### config.mk
export PLATFORM = sky130hd
export DESIGN_NAME = si570_write_seq
export DESIGN_NICKNAME = d
export VERILOG_FILES = /design/src/rtl/si570_write_seq.sv
export SDC_FILE = /design/constraint.sdc
export NUM_CORES = 1
export LEC_CHECK = 0
export ABC_AREA = 1
export BUFFER_PORTS_ARGS = -buffer_cell sky130_fd_sc_hd__buf_2
export CORE_UTILIZATION = 45
export CTS_BUF_LIST = sky130_fd_sc_hd__clkbuf_8 sky130_fd_sc_hd__clkbuf_16
export DETAILED_ROUTE_END_ITERATION = 8
export PLACE_DENSITY = 0.72
export SYNTH_ARGS = -nofsm -noshare
export SYNTH_HDL_FRONTEND = slang
export SYNTH_SLANG_ARGS = --single-unit
### constraint.sdc
create_clock -name clk -period 3.05 [get_ports clk]
set_input_delay 0.1525 -clock clk [delete_from_list [all_inputs] [get_ports clk]]
set_output_delay 0.1525 -clock clk [all_outputs]
set_load 0.005 [all_outputs]
### src/rtl/si570_write_seq.sv
// Si570 boot-time configuration sequencer.
// Waits a power-up delay, then issues one I2C write (address, register, data) per table
// entry through a byte-level I2C master, retrying NACKed entries. Downstream reset is held
// until every entry has been acknowledged.
module si570_write_seq #(
    parameter logic [6:0]  DEV_ADDR   = 7'h55,
    parameter int unsigned NUM_WRITES = 8,
    parameter int unsigned BOOT_DELAY = 1000,
    parameter int unsigned RETRIES    = 3,
    parameter int unsigned RETRY_GAP  = 64
) (
    input  logic       clk,
    input  logic       reset,
    output logic [7:0] tbl_index,
    input  logic [7:0] tbl_reg,
    input  logic [7:0] tbl_data,
    output logic       cmd_valid,
    input  logic       cmd_ready,
    output logic [7:0] cmd_data,
    output logic       cmd_start,
    output logic       cmd_stop,
    input  logic       rsp_valid,
    input  logic       rsp_ack,
    output logic       reset_out,
    output logic       busy,
    output logic       error
);

    typedef enum logic [2:0] {StBoot, StCmd, StRsp, StGap, StDone, StFail} state_e;

    localparam logic [7:0] LastIdx = 8'(NUM_WRITES - 1);

    state_e      state_q, state_d;
    logic [31:0] cnt_q, cnt_d;      // boot delay / retry gap counter
    logic [1:0]  bsel_q, bsel_d;    // byte within the current write
    logic [7:0]  idx_q, idx_d;
    logic [31:0] retry_q, retry_d;  // NACKs seen on the current entry
    logic        reset_out_q, reset_out_d;
    logic        busy_q, busy_d;
    logic        error_q, error_d;

    // State and counter registers.
    always_ff @(posedge clk or posedge reset) begin
        if (reset) begin
            state_q     <= StBoot;
            cnt_q       <= '0;
            bsel_q      <= '0;
            idx_q       <= '0;
            retry_q     <= '0;
            reset_out_q <= 1'b1;
            busy_q      <= 1'b1;
            error_q     <= 1'b0;
        end else begin
            state_q     <= state_d;
            cnt_q       <= cnt_d;
            bsel_q      <= bsel_d;
            idx_q       <= idx_d;
            retry_q     <= retry_d;
            reset_out_q <= reset_out_d;
            busy_q      <= busy_d;
            error_q     <= error_d;
        end
    end

    // Sequencing: boot wait, byte handshakes, response handling and retry gaps.
    always_comb begin
        state_d = state_q;
        cnt_d   = cnt_q;
        bsel_d  = bsel_q;
        idx_d   = idx_q;
        retry_d = retry_q;
        unique case (state_q)
            StBoot: begin
                if (cnt_q == BOOT_DELAY) begin
                    state_d = StCmd;
                end else begin
                    cnt_d = cnt_q + 32'd1;
                end
            end
            StCmd: begin
                if (cmd_ready) begin
                    state_d = StRsp;
                end
            end
            StRsp: begin
                if (rsp_valid) begin
                    if (rsp_ack) begin
                        if (bsel_q < 2'd2) begin
                            bsel_d  = bsel_q + 2'd1;
                            state_d = StCmd;
                        end else if (idx_q < LastIdx) begin
                            idx_d   = idx_q + 8'd1;
                            bsel_d  = 2'd0;
                            retry_d = '0;
                            state_d = StCmd;
                        end else begin
                            state_d = StDone;
                        end
                    end else if (retry_q < RETRIES) begin
                        // Restart the same entry from the address byte after a gap.
                        retry_d = retry_q + 32'd1;
                        bsel_d  = 2'd0;
                        cnt_d   = '0;
                        state_d = StGap;
                    end else begin
                        state_d = StFail;
                    end
                end
            end
            StGap: begin
                if (cnt_q == RETRY_GAP - 1) begin
                    state_d = StCmd;
                end else begin
                    cnt_d = cnt_q + 32'd1;
                end
            end
            StDone, StFail: begin
                state_d = state_q;
            end
            default: begin
                state_d = StBoot;
            end
        endcase
    end

    // Status outputs registered from the next state so they change with the state.
    always_comb begin
        reset_out_d = (state_d != StDone);
        busy_d      = (state_d != StDone) && (state_d != StFail);
        error_d     = (state_d == StFail);
    end

    // Byte command decode; table inputs pass through combinationally.
    always_comb begin
        cmd_data  = 8'h00;
        cmd_start = 1'b0;
        cmd_stop  = 1'b0;
        if (state_q == StCmd) begin
            unique case (bsel_q)
                2'd0: begin
                    cmd_data  = {DEV_ADDR, 1'b0};
                    cmd_start = 1'b1;
                end
                2'd1: cmd_data = tbl_reg;
                2'd2: begin
                    cmd_data = tbl_data;
                    cmd_stop = 1'b1;
                end
                default: cmd_data = 8'h00;
            endcase
        end
    end

    assign cmd_valid = (state_q == StCmd);
    assign tbl_index = idx_q;
    assign reset_out = reset_out_q;
    assign busy      = busy_q;
    assign error     = error_q;

endmodule

### Word level (Yosys, flattened, before mapping)

Index checks and enable logic that the tools add are counted.

* bits in registers: 80
* input port bits: 21

* reductions and logical operators: 10
* $lt $le $gt $ge: 3
* bitwise gates (word level): 1
* mux-type cells: 29
* add/sub/neg operators: 4
* eq/ne operators: 20

Operators with widths (count)
* two-way mux 32 bit: 9
* one-hot mux 32 bit (3 select lines): 1
* adder 32 x 1 -> 32 bit (second input constant): 2
* == test 32 x 10 -> 1 bit (second input constant): 1
* == test 32 x 6 -> 1 bit (second input constant): 1
* less-than comparator 32 x 2 -> 1 bit (second input constant): 1
* two-way mux 3 bit: 8
* one-hot mux 8 bit (3 select lines): 1
* one-hot mux 3 bit (5 select lines): 1
* inequality test 2 bit (second input constant): 6
* AND reduction 5 bit: 2
* == test 3 bit (second input constant): 3
* adder 8 x 1 -> 8 bit (second input constant): 1
* less-than comparator 8 x 3 -> 1 bit (second input constant): 1
* two-way mux 2 bit: 4
* two-way mux 8 bit: 1
* == test 3 x 2 -> 1 bit (second input constant): 2
* inequality test 3 bit (second input constant): 2
* AND reduction 6 bit: 1
* two-way mux 1 bit: 4
* AND reduction 4 bit: 1
* == test 3 x 1 -> 1 bit (second input constant): 1
* logical NOT 3 bit: 1
* inequality test 3 x 1 -> 1 bit (second input constant): 1
* 11 further kinds: 11

### Logic depth before layout (Yosys ltp)

Gate-level depths: netlist of the first run.

* depth in word-level cells: 8
* depth in mapped cells: 12

### Worst setup path after synthesis of the first run

No wires, ideal clock.

* path type: flip-flop to flip-flop
* start: reg cnt_q[0]
* end: reg cnt_q[0]
* arrival: 1.522 ns
* path slack: 1.410 ns
* cell stages (with the launch flop): 12
* cell sequence: dfrtp_1 > ha_1 > nand2_2 > nor2_8 > nand3_2 > nor2_1 > nand3_1 > nand2_1 > nor2_2 > buf_2 > nand3_1 > nand2_1

* cells in the longest elaborated chain, start to end: 3
* elaborated cells between the ends (all ways): 9
* those cells by class: 1 x add/sub; 4 x eq/ne; 3 x mux; 1 x reduce/logical

RTL lines
* from (decl): line 34 `logic [31:0] cnt_q, cnt_d;`
* from (signal assigned): line 55 `cnt_q <= cnt_d;`
* adder 32 x 1 -> 32 bit (tied with other cells): line 77, 114
* two-way mux 32 bit (tied with other cells): line 111 `if (cnt_q == RETRY_GAP - 1) begin`
* one-hot mux 32 bit (3 select lines) or AND reduction 6 bit (tied branches)

Several ways; a longest one is shown, not always the timed one. The select of a mux whose other input is x is not followed.
A chain may end at the register's enable or synchronous reset.

### Final worst setup path of the first run

Ends and elaborated chain as after synthesis.

==> results.yml, run 1 <==
status:
  status: "finished, final reports clean"
timing:
  rsz0062_at_grt: "no"
  hold_viol_final: 0
  period_share_pct: 74.9
  slew_headroom_pct: 47.5
  period_minus_slack_ns: 2.28
  setup_viol: 0
  fin_ws_ns: 0.767
  tns_ns: 0
  max_freq_mhz: 438
  drv_slew: 0
  fin_skew_ns: 0.0112
  worstMarginPinSlew_ns: 0.786
place:
  hpwl_um: 7830
  port_buffers: 42
  place_worst_setup_slack_ns: 0.772
  place_congestion: 0.896
route:
  drt_iter0_markers: 299
  drc: 0
  wl_per_cell_um: 12.4
  drt_first_pass_iters: 5
  viasPerCell: 4.94
  drt-total-wl_um: 10800
  postRouteAntennaNets: 0
  via_count: 4338
synthesis:
  ys_types: 30
  ys_ff_latch: 80
  netlist.area_leader.share_pct: 41.5
  synth_largest_area_cell: "dfrtp_1"
  syn_area_um2: 4700
  syn_area_per_cell_um2: 6.70
  synth.area.top_cells: "dfrtp_1 41%, nand2_1 20%, nor2_1 11%, inv_1 6.7%, nand3_1 5.9%"
  syn_nets: 727
  ys_seq_area_share_pct: 42.6
  ys_warn_count: 0
  synthCells: 702
power:
  netSwitchingFraction_pct: 26.4
  p_int_mw: 1.40
  pwr-share-comb_pct: 2.6
  switching_power_mw: 0.500
  vdd_drop_max_mv: 0.259
  clkPwrFrac_pct: 41.5
  powerDensity_nw_per_um2: 364
  p_leak_nw: 2.97
  seqPwrFrac_pct: 56.0
worst_setup_path:
  crit_path_cell_trace: "ha_1 -> nand2_2 -> nor2_8 -> nand3_2 -> nor2_1 -> nand3_1 -> nand2_1 -> nor2_2 -> buf_4 -> nand3_1 -> nand2_1"
  crit_slowest_cell: "nor2_2"
  worst-setup-path-type: "register to register"
  critPathMaxFanout: 18
  max_stage_delay_ns: 0.51
  cp-start-kind: "register"
  worstSetupEndpointType: "register"
  critPathArrivalTime_ns: 2.59
  critical_path_required_ns: 3.35
grt:
  grt_pass1_vias: 4076
  grt_max_degree: 45
  overflow: 0
  grtUsageTotal_pct: 21.3
  grt_pass1_wl_um: 18600
  antenna_found_initial: 0
clock_network:
  cts_sinks: 80
  clkLatencyLatePin_ns: 0.37
  htree_levels: 3
  clockBufferDepth: 2
  cts_tree: "yes"
  cts_buffers: 9
  cts-root-buf: "clkbuf_8"
  clkSlewWorstSetupHoldPaths_ns: 0.09
floorplan:
  num_io_pins: 43
  die_h_um: 104
  core-area_um2: 9950
  start_util_pct: 47.3
  dieArea_um2: 10900
  row_count: 36
  die_x_um: 104
job:
  cap_violations: 0
finish:
  drive_gt1_share_pct: 11.5
  nets: 765
  num_antenna_cells: 0
  area_delta_synth_final_pct: 10.7
  final_core_util_pct: 52.3
  layout_commonest_cell: "nand2_1"
  final_cell_mix: "252 x nand2_1, 138 x nor2_1, 83 x inv_1"
hold_path:
  hp-class: "primary input to register"
## power groups by stage
stage | logic, mW | registers, mW | clock network (mW)
final | 0.0487 | 1.06 | 0.787
after global routing | 0.0575 | 1.06 | 0.844
after CTS | 0.0510 | 1.06 | 0.810
after detailed placement | 0.0497 | 1.08 | 0
after global placement | 0.0485 | 1.08 | 0
after floorplan | 0.0266 | 1.08 | 0
## synth_stat cells (all sizes together)
library cell	number
dfstp	2
nand3	59
dfrtp	78
nand2	254
nand3b	1
inv	88
clkbuf	13
o21ai	13
o21bai	1
nor3b	2
ha	4
a21oi	9
a31o	1
nor3	4
xnor2	4
mux2	1
a32o	4
or2	1
nor2	145
buf	8
xor2	8
nand4	2
## kinds of logic after synthesis
kind of cell               after synthesis  synth area share (%)
muxes                                    1                 0.239
buffers and inverters                  109                  9.55
and+or+nand+nor                        468                  40.8
AOI/OAI and AO/OA                       28                  3.54
DFF                                     80                  42.6
xor gates and xnor gates                12                  2.23
adders and majority gates                4                  1.06
## per-stage QoR
stage | std cells | power (mW) | instance area, um^2 | hold slack [ns]
after floorplan | 702 | 1.11 | 4700 | 0.285
after global placement | 861 | 1.13 | 5000 | 0.315
after detailed placement | 861 | 1.13 | 5000 | 0.325
after CTS | 878 | 1.92 | 5210 | 0.0292
after global routing | 878 | 1.96 | 5210 | 0.0541
final | 878 | 1.90 | 5210 | 0.0425
## layer usage
metal  global-route usage [%]  vias to the layer above  part of all wire, %
met3                     3.20                       17                  4.3
met5                        0                        -                    0
met4                     8.57                        0                  2.1
met1                     26.7                     2021                   45
met2                     36.8                       91                   49
li1                         -                     2209                    -
## flip-flops by register name, indices dropped and copies added, names as in the netlist
register   flops
cnt_q         32
retry_q       32
tbl_index      8
state_q        3
bsel_q         2
busy           1
error          1
reset_out      1
## what timing repair did
action                    CTS  global route
hold buffers                1             0
buffers inserted            0             0
hold endpoints to repair   42             0
gates resized for setup     0             0
## cell type report
type                       instances  area (um^2)
timing repair buffer              48          258
clock inverter                     7         70.1
inverter                          88          332
sequential                        80         2000
multi-input combinational        513         2250
fill                             982         4750
tap                              133          166
clock buffer                       9          124
## worst paths after layout
| check | from | endpoint | slack, ns | cells after the start |
|---|---|---|---|---|
| min in group asynchronous | reset | cnt_q[29] | 0.45 | 3 |
| max in group asynchronous | reset | busy | 1.81 | 4 |
| worst min register to register | tbl_index[7] | tbl_index[7] | 0.41 | 0 |
| worst min-delay path | cmd_ready | state_q[1] | 0.04 | 3 |
| worst max-delay path | cnt_q[0] | cnt_q[0] | 0.77 | 11 |
| worst max register to register | cnt_q[0] | cnt_q[0] | 0.77 | 11 |
## worst max-delay path: cells and delay by family, from the launching register on
kind          cells  cell delay (ns)
flops             1             0.46
fa+ha+maj         1             0.28
buf+inv           1             0.35
simple gates      9             1.13
(Power assumes the default switching activity.)
==> run 2, diff against run 1 <==
--- a/config.mk
+++ b/config.mk
@@ -10,7 +10,7 @@
 export CORE_UTILIZATION = 45
 export CTS_BUF_LIST = sky130_fd_sc_hd__clkbuf_8 sky130_fd_sc_hd__clkbuf_16
 export DETAILED_ROUTE_END_ITERATION = 8
-export PLACE_DENSITY = 0.72
+export PLACE_DENSITY = 0.75
 export SYNTH_ARGS = -nofsm -noshare
 export SYNTH_HDL_FRONTEND = slang
 export SYNTH_SLANG_ARGS = --single-unit
==> constraint.sdc (replaced) <==
create_clock -name clk -period 2.1 [get_ports clk]
set_input_delay 0.105 -clock clk [delete_from_list [all_inputs] [get_ports clk]]
set_output_delay 0.105 -clock clk [all_outputs]
set_load 0.005 [all_outputs]
==> run 2 against run 1 <==
  * Clock-buffer cell count did not move
  * Global-route usage increased by 0.85 points
  * Sequential power increased by 45%
  * First-iteration DRC count is 4.7% higher
  * Clock skew is 0.0063 ns lower
  * Critical path depth decreased by 1
  * Core utilization increased by 3.4 points
  * Clock power is 70% higher
  * Largest power group unchanged
==> results.yml, run 2 (synthesis results as in run 1) <==
status:
  status: "finished, final reports clean"
timing:
  setup_viol: 0
  worstMarginPinSlew_ns: 0.488
  period_share_pct: 94.2
  whs_ns: 0.0639
  fin_ws_ns: 0.122
  slew_headroom_pct: 67.4
  period_minus_slack_ns: 1.98
  fin_skew_ns: 0.00489
  max_freq_mhz: 506
  drv_slew: 0
  rsz0062_at_grt: "yes"
  hold_viol_final: 0
route:
  postRouteAntennaNets: 0
  drt_first_pass_iters: 6
  via_count: 4541
  drc: 0
  drt-total-wl_um: 11400
  viasPerCell: 4.98
  wl_per_cell_um: 12.5
  drt_iter0_markers: 313
place:
  port_buffers: 42
  place_worst_setup_slack_ns: -0.424
  place_congestion: 0.939
  hpwl_um: 8050
worst_setup_path:
  worst-setup-path-type: "register to register"
  worstSetupEndpointType: "register"
  critPathMaxFanout: 16
  critical_path_required_ns: 2.40
  cp-start-kind: "register"
  critPathArrivalTime_ns: 2.28
floorplan:
  num_io_pins: 43
  core-area_um2: 9950
  start_util_pct: 47.3
  row_count: 36
  die_h_um: 104
  die_x_um: 104
  dieArea_um2: 10900
hold_path:
  hp-class: "primary input to register"
clock_network:
  cts_tree: "yes"
  cts_buffers: 9
  clkSlewWorstSetupHoldPaths_ns: 0.09
  htree_levels: 3
  cts_sinks: 80
  clockBufferDepth: 2
  clkLatencyLatePin_ns: 0.36
  cts-root-buf: "clkbuf_8"
power:
  powerDensity_nw_per_um2: 533
  vdd_drop_max_mv: 0.414
  p_leak_nw: 3.17
  pwr-share-comb_pct: 2.6
  netSwitchingFraction_pct: 23.4
  clkPwrFrac_pct: 45.2
  switching_power_mw: 0.692
  p_int_mw: 2.26
  seqPwrFrac_pct: 52.2
finish:
  final_core_util_pct: 55.7
  area_delta_synth_final_pct: 17.8
  nets: 799
  final_cell_mix: "252 x nand2_1, 137 x nor2_1, 83 x inv_1"
  num_antenna_cells: 0
  drive_gt1_share_pct: 15.5
  layout_commonest_cell: "nand2_1"
grt:
  grt_pass1_wl_um: 19600
  grt_pass1_vias: 4414
  met3_usage_pct: 4.95
  grt_max_degree: 81
  antenna_found_initial: 0
  met2_usage_pct: 38.4
  grtUsageMet1_pct: 27.2
  grtUsageTotal_pct: 22.1
  busiest_layer: "met2"
  overflow: 0
job:
  cap_violations: 0
[run 2: cell types whose count changed in the layout (fill, tap and decap cells not counted)]
cell / before / now
dfrtp_2: 0 / 1
nor2_4: 0 / 2
buf_12: 0 / 2
nor2_1: 138 / 137
bufinv_16: 0 / 2
buf_4: 5 / 35
clkinv_8: 1 / 0
clkinv_2: 1 / 0
dfrtp_1: 78 / 77
dlygate4sd3_1: 1 / 2
[run 2: power by group through the flow]
stage	combinational (mW)	clock [mW]	sequential (mW)
after CTS	0.0798	1.37	1.54
after global routing	0.0899	1.43	1.54
final	0.0772	1.34	1.54
after floorplan	0.0391	0	1.57
after global placement	0.0730	0	1.57
after detailed placement	0.0763	0	1.57
[run 2: final timing paths]
check                             start      endpoint  slack (ns)  depth (start not counted)
min reg2reg                tbl_index[5]  tbl_index[5]        0.40                          0
min in group asynchronous         reset      cnt_q[8]        0.38                          4
max                            cnt_q[0]      cnt_q[0]        0.12                         10
max in group asynchronous         reset    state_q[1]        1.36                          4
max reg2reg                    cnt_q[0]      cnt_q[0]        0.12                         10
min                           rsp_valid    state_q[1]        0.06                          4
[run 2: layout make-up]
| cell class | instances | area, um^2 |
|---|---|---|
| inverters | 88 | 334 |
| clock inverters | 7 | 106 |
| clock buffers | 9 | 124 |
| repair buffers | 81 | 533 |
| multi-input cells | 514 | 2270 |
| well taps | 133 | 166 |
| flip-flops and latches | 80 | 2010 |
| fillers | 936 | 4410 |
[run 2: metrics by stage]
stage	area (um^2)	cells	TNS, ns	power (mW)
2_1_floorplan	4710	702	0	1.61
3_3_place_gp	5250	892	-9.26	1.65
5_1_grt	5540	912	-0.00498	3.06
4_1_cts	5510	910	0	3.00
6_report	5540	912	0	2.96
3_5_place_dp	5250	892	-12.90	1.65
[run 2: repair_timing]
item                                    CTS  global route
hold buffers                              2             0
buffers inserted                          0             1
gates resized for setup                   1             3
hold endpoints to repair                 79             0
endpoints found under the setup margin   32            32
pin swaps                                 1             2
cloned                                    0             1
[run 2: routing by layer]
layer / part of all wire (%) / up-vias
li1: - / 2280
met1: 45 / 2137
met2: 48 / 111
met3: 5.5 / 13
met4: 1.5 / 0
met5: 0 / -
[run 2: critical path, cell delays in order (launching register included)]
cell	delay, ns
dfrtp_2	0.46
ha_1	0.24
nand2_2	0.13
nor2_8	0.04
nand3_2	0.05
nor2_1	0.07
nand3_1	0.08
nand2_1	0.16
nor2_4	0.46
nand3_1	0.14
nand2_1	0.09
